**config.mk**
```make
export PLATFORM = sky130hd
export DESIGN_NAME = sdf_bf_stage_flat
export DESIGN_NICKNAME = d
export VERILOG_FILES = /design/src/rtl/sdf_bf_stage_if.sv /design/src/rtl/sdf_bf_stage.sv /design/src/flat_wrapper.sv
export SDC_FILE = /design/constraint.sdc
export NUM_CORES = 1
export LEC_CHECK = 0
export CORE_MARGIN = 2
export CORE_UTILIZATION = 56
export DETAILED_ROUTE_END_ITERATION = 6
export PLACE_DENSITY = 0.76
export SYNTH_ARGS = -nofsm -noshare
export SYNTH_HDL_FRONTEND = slang
export SYNTH_SLANG_ARGS = --single-unit
```
**constraint.sdc**
```tcl
create_clock -name clock -period 12.3 [get_ports clock]
set_input_delay 1.845 -clock clock [delete_from_list [all_inputs] [get_ports clock]]
set_output_delay 1.845 -clock clock [all_outputs]
set_load 0.005 [all_outputs]
```
**src/rtl/sdf_bf_stage_if.sv**
```systemverilog
// Sample stream bundle for one radix-2^2 SDF butterfly stage: input sample
// with its valid strobe, registered output sample with its valid strobe, and
// the sticky saturation flag.
interface sdf_bf_stage_if #(
    parameter int WIDTH = 16
);
    logic                    di_en;
    logic signed [WIDTH-1:0] di_re;
    logic signed [WIDTH-1:0] di_im;
    logic                    do_en;
    logic signed [WIDTH-1:0] do_re;
    logic signed [WIDTH-1:0] do_im;
    logic                    ovf;

    // Sample source / sink side (testbench or upstream logic).
    modport master (
        output di_en, di_re, di_im,
        input  do_en, do_re, do_im, ovf
    );

    // Butterfly stage side.
    modport slave (
        input  di_en, di_re, di_im,
        output do_en, do_re, do_im, ovf
    );
endinterface

```
**src/rtl/sdf_bf_stage.sv**
```systemverilog
// One radix-2^2 single-path delay-feedback butterfly stage. A D-entry delay
// line holds the first half of each 2D-sample block. During the second half
// the stage emits the butterfly sums and feeds the differences back into the
// delay line, and those differences drain out during the next first half.
// The trivial -j twiddle is optionally applied in the upper-half blocks.
module sdf_bf_stage #(
    parameter int WIDTH = 16,
    parameter int DLOG2 = 4,
    parameter int SCALE = 1,
    parameter int MJ_EN = 0
) (
    input  logic           clock,
    input  logic           reset,
    sdf_bf_stage_if.slave  bus
);
    localparam int D  = 1 << DLOG2;
    localparam int CW = DLOG2 + 2;

    typedef logic signed [WIDTH-1:0] smp_t;
    typedef logic signed [WIDTH:0]   wide_t;

    localparam smp_t S_MAX = {1'b0, {(WIDTH-1){1'b1}}};
    localparam smp_t S_MIN = {1'b1, {(WIDTH-1){1'b0}}};

    // Butterfly output shaping: rounded halving, or clamping to the sample range.
    function automatic smp_t shape(input wide_t v);
        wide_t r;
        r = v + wide_t'(1);
        if (SCALE != 0)
            return r[WIDTH:1];
        else if (v[WIDTH] != v[WIDTH-1])
            return v[WIDTH] ? S_MIN : S_MAX;
        else
            return v[WIDTH-1:0];
    endfunction

    // True when shape() had to clamp v.
    function automatic logic clips(input wide_t v);
        return (SCALE == 0) && (v[WIDTH] != v[WIDTH-1]);
    endfunction

    logic [CW-1:0] cnt_q, cnt_d;
    logic          primed_q, primed_d;
    logic          ovf_q, ovf_d;
    logic          do_en_q, do_en_d;
    smp_t          do_re_q, do_re_d;
    smp_t          do_im_q, do_im_d;
    smp_t          dl_re_q [D];
    smp_t          dl_im_q [D];
    smp_t          dl_in_re, dl_in_im;

    logic  bf_en, mj, neg_sat;
    smp_t  neg_re, x0_re, x0_im, x1_re, x1_im;
    wide_t add_re, add_im, sub_re, sub_im;

    assign bf_en = cnt_q[DLOG2];
    assign mj    = (MJ_EN != 0) && cnt_q[DLOG2+1] && cnt_q[DLOG2];
    assign x0_re = dl_re_q[D-1];
    assign x0_im = dl_im_q[D-1];

    // Optional -j rotation of the incoming sample, with saturated negation.
    always_comb begin
        neg_sat = (bus.di_re == S_MIN);
        neg_re  = neg_sat ? S_MAX : -bus.di_re;
        if (mj) begin
            x1_re = bus.di_im;
            x1_im = neg_re;
        end else begin
            x1_re = bus.di_re;
            x1_im = bus.di_im;
        end
        add_re = {x0_re[WIDTH-1], x0_re} + {x1_re[WIDTH-1], x1_re};
        add_im = {x0_im[WIDTH-1], x0_im} + {x1_im[WIDTH-1], x1_im};
        sub_re = {x0_re[WIDTH-1], x0_re} - {x1_re[WIDTH-1], x1_re};
        sub_im = {x0_im[WIDTH-1], x0_im} - {x1_im[WIDTH-1], x1_im};
    end

    // Next-state: counter, priming, overflow, output sample and delay-line input.
    always_comb begin
        // NOTE: every output of this block is defaulted first so that no path
        // leaves a signal unassigned, which would otherwise infer a latch.
        cnt_d    = cnt_q;
        primed_d = primed_q;
        ovf_d    = ovf_q;
        do_en_d  = 1'b0;
        do_re_d  = do_re_q;
        do_im_d  = do_im_q;
        dl_in_re = x1_re;
        dl_in_im = x1_im;
        if (bus.di_en) begin
            cnt_d   = cnt_q + 1'b1;
            do_en_d = bf_en | primed_q;
            if (bf_en) begin
                primed_d = 1'b1;
                do_re_d  = shape(add_re);
                do_im_d  = shape(add_im);
                dl_in_re = shape(sub_re);
                dl_in_im = shape(sub_im);
                if (clips(add_re) || clips(add_im) || clips(sub_re) || clips(sub_im))
                    ovf_d = 1'b1;
            end else begin
                do_re_d = x0_re;
                do_im_d = x0_im;
            end
            if (mj && neg_sat)
                ovf_d = 1'b1;
        end
    end

    // State registers and delay line; reset wins over di_en.
    always_ff @(posedge clock) begin
        // NOTE: sequential state uses non-blocking assignments only, so every
        // register samples the pre-edge values regardless of statement order.
        if (reset) begin
            cnt_q    <= '0;
            primed_q <= 1'b0;
            ovf_q    <= 1'b0;
            do_en_q  <= 1'b0;
            do_re_q  <= '0;
            do_im_q  <= '0;
            // NOTE: the delay line is cleared on reset on purpose: a reset
            // mid-frame must discard partial data, not leak it into the next frame.
            for (int i = 0; i < D; i++) begin
                dl_re_q[i] <= '0;
                dl_im_q[i] <= '0;
            end
        end else begin
            cnt_q    <= cnt_d;
            primed_q <= primed_d;
            ovf_q    <= ovf_d;
            do_en_q  <= do_en_d;
            do_re_q  <= do_re_d;
            do_im_q  <= do_im_d;
            if (bus.di_en) begin
                dl_re_q[0] <= dl_in_re;
                dl_im_q[0] <= dl_in_im;
                for (int i = 1; i < D; i++) begin
                    dl_re_q[i] <= dl_re_q[i-1];
                    dl_im_q[i] <= dl_im_q[i-1];
                end
            end
        end
    end

    assign bus.do_en = do_en_q;
    assign bus.do_re = do_re_q;
    assign bus.do_im = do_im_q;
    assign bus.ovf   = ovf_q;
endmodule

```
**src/flat_wrapper.sv**
```systemverilog
// flat-port wrapper written by rule: the top's interface ports become plain ports
module sdf_bf_stage_flat 
#(
    parameter int WIDTH = 16,
    parameter int DLOG2 = 4,
    parameter int SCALE = 1,
    parameter int MJ_EN = 0
)
  (clock, reset, bus_di_en, bus_di_re, bus_di_im, bus_do_en, bus_do_re, bus_do_im, bus_ovf);
  sdf_bf_stage_if #(.WIDTH(WIDTH)) bus_i ();
  input  logic clock;
  input  logic reset;
  input wire logic [$bits(bus_i.di_en)-1:0] bus_di_en;
  input wire logic [$bits(bus_i.di_re)-1:0] bus_di_re;
  input wire logic [$bits(bus_i.di_im)-1:0] bus_di_im;
  output wire logic [$bits(bus_i.do_en)-1:0] bus_do_en;
  output wire logic [$bits(bus_i.do_re)-1:0] bus_do_re;
  output wire logic [$bits(bus_i.do_im)-1:0] bus_do_im;
  output wire logic [$bits(bus_i.ovf)-1:0] bus_ovf;
  assign bus_i.di_en = bus_di_en;
  assign bus_i.di_re = bus_di_re;
  assign bus_i.di_im = bus_di_im;
  assign bus_do_en = bus_i.do_en;
  assign bus_do_re = bus_i.do_re;
  assign bus_do_im = bus_i.do_im;
  assign bus_ovf = bus_i.ovf;
  sdf_bf_stage #(.WIDTH(WIDTH), .DLOG2(DLOG2), .SCALE(SCALE), .MJ_EN(MJ_EN)) u_core (.clock(clock), .reset(reset), .bus(bus_i));
endmodule
```
; ---- Word level (Yosys, flattened, before mapping)
; Memory sizes are Yosys's and may differ from the RTL's.
; Index checks and enable logic that the tools add are counted.
[classes]
n_bitwise = 34
n_mux = 43
reduce_logical = 2
add_sub_neg = 9
[ops]
columns = cell, count
row1 = two-way mux 16 bit, 38
row2 = "adder 17 x 2 -> 17 bit, second input constant", 4
row3 = adder 16 x 16 -> 17 bit, 2
row4 = subtractor 16 x 16 -> 17 bit, 2
row5 = bitwise OR 1 bit, 33
row6 = "adder 6 x 1 -> 6 bit, second input constant", 1
row7 = two-way mux 1 bit, 5
row8 = AND reduction 2 bit, 1
row9 = OR reduction 2 bit, 1
row10 = NOT 1 bit, 1
[word_totals]
mem_bits_rw = 512
n_memories = 2
in_bits = 35
out_inout_bits = 34
word_cells = 95
reg_bits = 40
[memory_table]
columns = memory, depth, word_bits, read_ports, rd_clocked_by_memory_dff, write_ports, line_no
row1 = u_core.dl_im_q, 16, 16, 16, 0, 16, sdf_bf_stage.sv:49  ; smp_t dl_im_q [D];
row2 = u_core.dl_re_q, 16, 16, 16, 0, 16, sdf_bf_stage.sv:48  ; smp_t dl_re_q [D];

; ---- Depth between registers and ports, before layout
; An unclocked memory read counts as a cell.
[logic_depth]
depth_word = 6
mapped_depth = 12
mapped_depth_nobuf = 12

; ---- Worst setup path after synthesis
; OpenSTA, ideal clock, no wires.
[synth_path]
kind = input-to-reg
start = in reset
end = mem u_core.dl_im_q[0][0] (netlist name), enable pin
t_arrival_ns = 12.147
t_required_ns = 11.444
path_slack_ns = -0.702
path_stages = 4
setup_ns = 0.856
n_path_buf = 2
cell_sequence = clkbuf_1 > nor2_1 > clkbuf_1 > inv_1
[synth_lines]
columns = item, line_no
row1 = start: declaration, flat_wrapper.sv:12  ; input logic reset;
row2 = end: declaration, sdf_bf_stage.sv:49

==> flow_results.org <==
** Outcome
- The flow ran to the end, and the final reports show no timing, DRC or antenna violations.

** Setup path
- Worst R2R Setup Slack :: approximately 9000 ps
- The critical path starts at bus_di_en.
- Of all nets on the critical path, the largest fanout is approximately 210.
- Critical Path End Type :: register
- Reg2Reg Depth :: 12
- CP Buf/Inv Count :: 5
- Most used cell along the critical path :: sky130_fd_sc_hd__buf_4
- Worst setup path endpoint :: u_core.dl_im_q[0][163]$_SDFFCE_PP0P_
- The critical path crosses 6 cells after its start point.
- CP Class :: in2reg
- Reg-to-reg startpoint :: u_core.dl_im_q[0][241]$_SDFFCE_PP0P_
- Standard cell with the maximum stage delay on the critical path :: sky130_fd_sc_hd__clkinvlp_4
- Worst Path Arrival :: 6230 ps
- Ordered cell list for the critical path :: clkdlybuf4s50_1 -> buf_4 -> nor2_1 -> clkinvlp_4 -> buf_12 -> buf_4
- Startpoint types :: input port
- In this run the critical register-to-register path is captured at u_core.dl_im_q[0][14]$_SDFFCE_PN0P_.
- The largest single stage delay on the critical path is approximately 1200 ps.
- WP data required :: ~12000 ps
- Category of cells accounting for the largest share of critical-path delay :: buffers and inverters

** Placed design
- Count of buffers from port buffering :: 67
- At the end of routability-driven placement, the weighted congestion stood at a little under 0.9.
- Summed over all nets, the half-perimeter wirelength after detailed placement is about 27000 um.
- At the placement stage, the worst setup path has a slack of between 5000 and 6000 ps.

** Synth
- sky130_fd_sc_hd__edfxtp_1 is the most common cell in the netlist.
- Count of flip-flops with a built-in enable after synthesis :: between 500 and 600
- Warnings, synthesis :: 0
- Cell area after synthesis :: between 20000 and 25000 um^2
- Part of the Yosys area used for sequential elements :: between 60 and 70%
- By area the synthesized netlist is led by sky130_fd_sc_hd__edfxtp_1, sky130_fd_sc_hd__and2_1, sky130_fd_sc_hd__nor2b_1.
- In this run, synthesis produced a sequential element count of between 500 and 600.
- Primary flip-flop cell chosen by synthesis mapping :: sky130_fd_sc_hd__edfxtp_1
- Net count of the mapped netlist :: approximately 1900
- Portion of synthesized cell area occupied by the leading cell type :: 64.4%
- Post-synth cell types :: between 70 and 80
- Most numerous cell types in the synthesized netlist :: sky130_fd_sc_hd__edfxtp_1, sky130_fd_sc_hd__and2_1, sky130_fd_sc_hd__nor2b_1, sky130_fd_sc_hd__ha_1, sky130_fd_sc_hd__nor2_1
- Share of synthesized flip-flops with an asynchronous set or reset :: 0%
- A synthesized cell averages approximately 14 um^2.
- The biggest area contributor in the post-synthesis netlist is sky130_fd_sc_hd__edfxtp_1.
- Post-Syn Instances :: around 1700

** Global routing
- Maximum number of pins on one net before global-route repair :: between 200 and 300
- The first global-routing pass estimated 68400 um of wire.
- Remaining global-route overflow :: 0
- Antenna violations before repair :: 3
- Vias in the first global route :: 12446
- Total global-route track usage :: between 10% and 20%

** STA
- Final hold analysis gives a worst-case slack of approximately 470 ps.
- Minimum clock period after layout :: about 6000 ps
- At the pin with the least slew margin, the transition time is 1310 ps.
- The worst path meets setup with roughly 6300 ps of slack.
- Number of max-slew violations in the final report :: 0
- Count of endpoints failing hold in the final timing report :: 0
- On the final layout, the worst clock skew is 24.1 ps.
- Setup repair after global routing left no endpoint under its margin.
- Normalized max-slew margin :: approximately an eighth
- Setup-failing EPs final :: 0
- Setup tns final :: 0 ps
- Of the available clock period, the critical path in the final layout requires between 40% and 50%.
- Highest Clock Rate :: 0.165 GHz

** Routing
- Routed wire length :: 44100 um
- In this run the remaining antenna-violating nets after routing total 0.
- Number of design-rule violations left by the first detailed-router iteration :: around 1200
- For this block, the via count after detailed routing is 12887.
- After detailed routing, the number of remaining DRC violations is 0.
- After detailed routing, the average wire length per cell comes to between 15 and 20 um.
- Total iterations of the first detailed-routing run :: 5
- Via count normalized by instance count :: roughly 5.5

** Clock network
- Number of CTS-inserted buffers :: 53
- The tree is rooted in a sky130_fd_sc_hd__clkbuf_16.
- The longest clock path from root to sink contains 3 buffers.
- After clock tree synthesis, the clock-pin slew on the worst setup and hold paths is roughly 60 ps.
- Counting every sink on the clock net gives around 550.
- After clock tree synthesis, the flow added hold-fix buffers numbering 0.
- Post-cts resize count :: 0
- The H-tree generated during clock tree synthesis spans 2 levels.
- The later pin in the worst-skew pair is clocked with a latency of around 600 ps.
- Post-CTS timing repair inserted 0 buffers for setup.
- Clock tree from TritonCTS :: done

** Cells and area
- Fraction of layout instances using a drive strength above 1 :: under 10%
- In the final design database the tool counted roughly 1900 nets.
- The repair_antennas step left the layout with diodes totalling 0.
- Area Overhead vs Synth :: 12.3%

** Power and ir drop
- IR analysis of the VDD net gives a maximum drop of roughly 120 uV.
- Switching Share :: between 20 and 25%
- Cell internal pwr :: between 3 and 4 mW
- The analysis attributes to net switching a power of around 940 uW.
- Pwr/cell area :: around 160 nW/um^2
- Clock share of power :: slightly below 40%
- Leakage power :: approximately 10 nW
- The share of total power dissipated in combinational logic is 8.7%.
- In this run, flip-flops and latches consume 52.6% of the power.

** Flow run
- Max-cap violations in this run came to 0.

** Floorplan
- Row generation in the floorplan step produced between 70 and 80 rows.
- Once the floorplan was initialized, standard cells occupied 56.8% of the core.
- Core outline area :: approximately 42000 um^2
- The floorplan step set the die width to 210 um.
- Full die area :: around 44000 um^2
- Die Height :: ~210 um
- Top-level port count :: slightly below 70

** Min path
- The worst hold path belongs to the class reg2reg.
-- worst min-delay path, stage by stage (launching register included) --
cell and delay, ps:
sky130_fd_sc_hd__dfxtp_1 320, sky130_fd_sc_hd__nand2_1 50, sky130_fd_sc_hd__o21ai_1 50
-- registers in the layout (all words and copies together) (netlist names) --
register and cells:
u_core.cnt_q 5, u_core.primed_q 1, u_core.bus.do_re 16, u_core.dl_im_q 256
u_core.bus.do_en 1, u_core.bus.do_im 16, u_core.dl_re_q 256
-- logic make-up (layout without fill, tap and decap cells) --
group | Yosys count | count (layout) | share of synthesized area (%)
buf+inv | 147 | 248 | 2.33
other cells | 1 | 1 | 0.0157
mux | 28 | 28 | 1.18
fa+ha+maj | 95 | 95 | 5.10
flops | 551 | 551 | 67.7
simple gates | 643 | 643 | 15.6
xor+xnor | 51 | 51 | 1.87
compound gates | 206 | 206 | 6.18
-- how the worst min path moves through the flow --
| stage | slack (ps) | cells after the start | to | start |
|---|---|---|---|---|
| floorplan | 440 | 2 | u_core.bus.do_en$_SDFF_PN0_ | u_core.primed_q$_SDFFE_PP0P_ |
| global placement | 450 | 2 | u_core.primed_q$_SDFFE_PP0P_ | u_core.primed_q$_SDFFE_PP0P_ |
| detailed placement | 460 | 2 | u_core.bus.do_im[6]$_SDFFE_PP0P_ | u_core.bus.do_im[6]$_SDFFE_PP0P_ |
| CTS | 480 | 2 | u_core.bus.do_im[9]$_SDFFE_PP0P_ | u_core.bus.do_im[9]$_SDFFE_PP0P_ |
| global route | 500 | 2 | u_core.bus.do_im[6]$_SDFFE_PP0P_ | u_core.bus.do_im[6]$_SDFFE_PP0P_ |
| finish | 470 | 2 | u_core.bus.do_im[9]$_SDFFE_PP0P_ | u_core.bus.do_im[9]$_SDFFE_PP0P_ |
-- metrics by stage --
step,cell area [um^2],instances,util [%],power (mW)
CTS,26800,2362,63.8,4.26
detailed placement,25000,2262,59.6,2.63
global placement,25000,2262,59.6,2.62
finish,26800,2362,63.8,4.23
floorplan,23900,1722,-,2.53
global route,26800,2362,63.8,4.38
-- placed cells by master, fill, tap and decap left out, types with 9 or more instances in the layout --
| master | synthesis | routed |
|---|---|---|
| sky130_fd_sc_hd__edfxtp_1 | 512 | 512 |
| sky130_fd_sc_hd__clkinv_1 | 0 | 9 |
| sky130_fd_sc_hd__buf_4 | 1 | 9 |
| sky130_fd_sc_hd__inv_1 | 70 | 69 |
| sky130_fd_sc_hd__xnor2_1 | 39 | 39 |
| sky130_fd_sc_hd__a21oi_1 | 53 | 53 |
| sky130_fd_sc_hd__a21o_1 | 11 | 11 |
| sky130_fd_sc_hd__clkbuf_1 | 70 | 15 |
| sky130_fd_sc_hd__a211oi_1 | 18 | 18 |
| sky130_fd_sc_hd__mux2i_1 | 26 | 26 |
| sky130_fd_sc_hd__o21bai_1 | 10 | 10 |
| sky130_fd_sc_hd__and2_1 | 288 | 288 |
| sky130_fd_sc_hd__nor2b_1 | 198 | 198 |
| sky130_fd_sc_hd__nor2_1 | 87 | 86 |
| sky130_fd_sc_hd__clkbuf_16 | 0 | 55 |
| sky130_fd_sc_hd__dfxtp_1 | 39 | 38 |
| sky130_fd_sc_hd__o21ai_0 | 25 | 25 |
| sky130_fd_sc_hd__nand2_1 | 27 | 27 |
| sky130_fd_sc_hd__clkdlybuf4s50_1 | 0 | 66 |
| sky130_fd_sc_hd__ha_1 | 91 | 91 |
| sky130_fd_sc_hd__o21ai_1 | 13 | 13 |
| sky130_fd_sc_hd__xor2_1 | 12 | 12 |
-- layer usage --
layer | wire (um) | vias to the layer above | track usage [%]
met5 | 0 | - | 0
met4 | 1430 | 0 | 6.68
met3 | 1990 | 83 | 3.58
met2 | 19800 | 255 | 30.1
met1 | 20900 | 6369 | 29.7
li1 | - | 6180 | -
-- power groups by stage --
stage	clock, mW	combinational [mW]	sequential, mW
after floorplan	0	0.266	2.26
after global placement	0	0.356	2.26
after detailed placement	0	0.364	2.26
after CTS	1.67	0.367	2.23
after global routing	1.74	0.406	2.24
final	1.64	0.367	2.23
-- cell type report --
class | count | area [um^2]
Inverter | 70 | 267
Multi-Input combinational cell | 1024 | 7170
Clock inverter | 28 | 297
Clock buffer | 72 | 1460
Fill cell | 3057 | 15200
Timing Repair Buffer | 78 | 779
Sequential cell | 551 | 16200
Tap cell | 539 | 674
(Power assumes the default switching activity.)
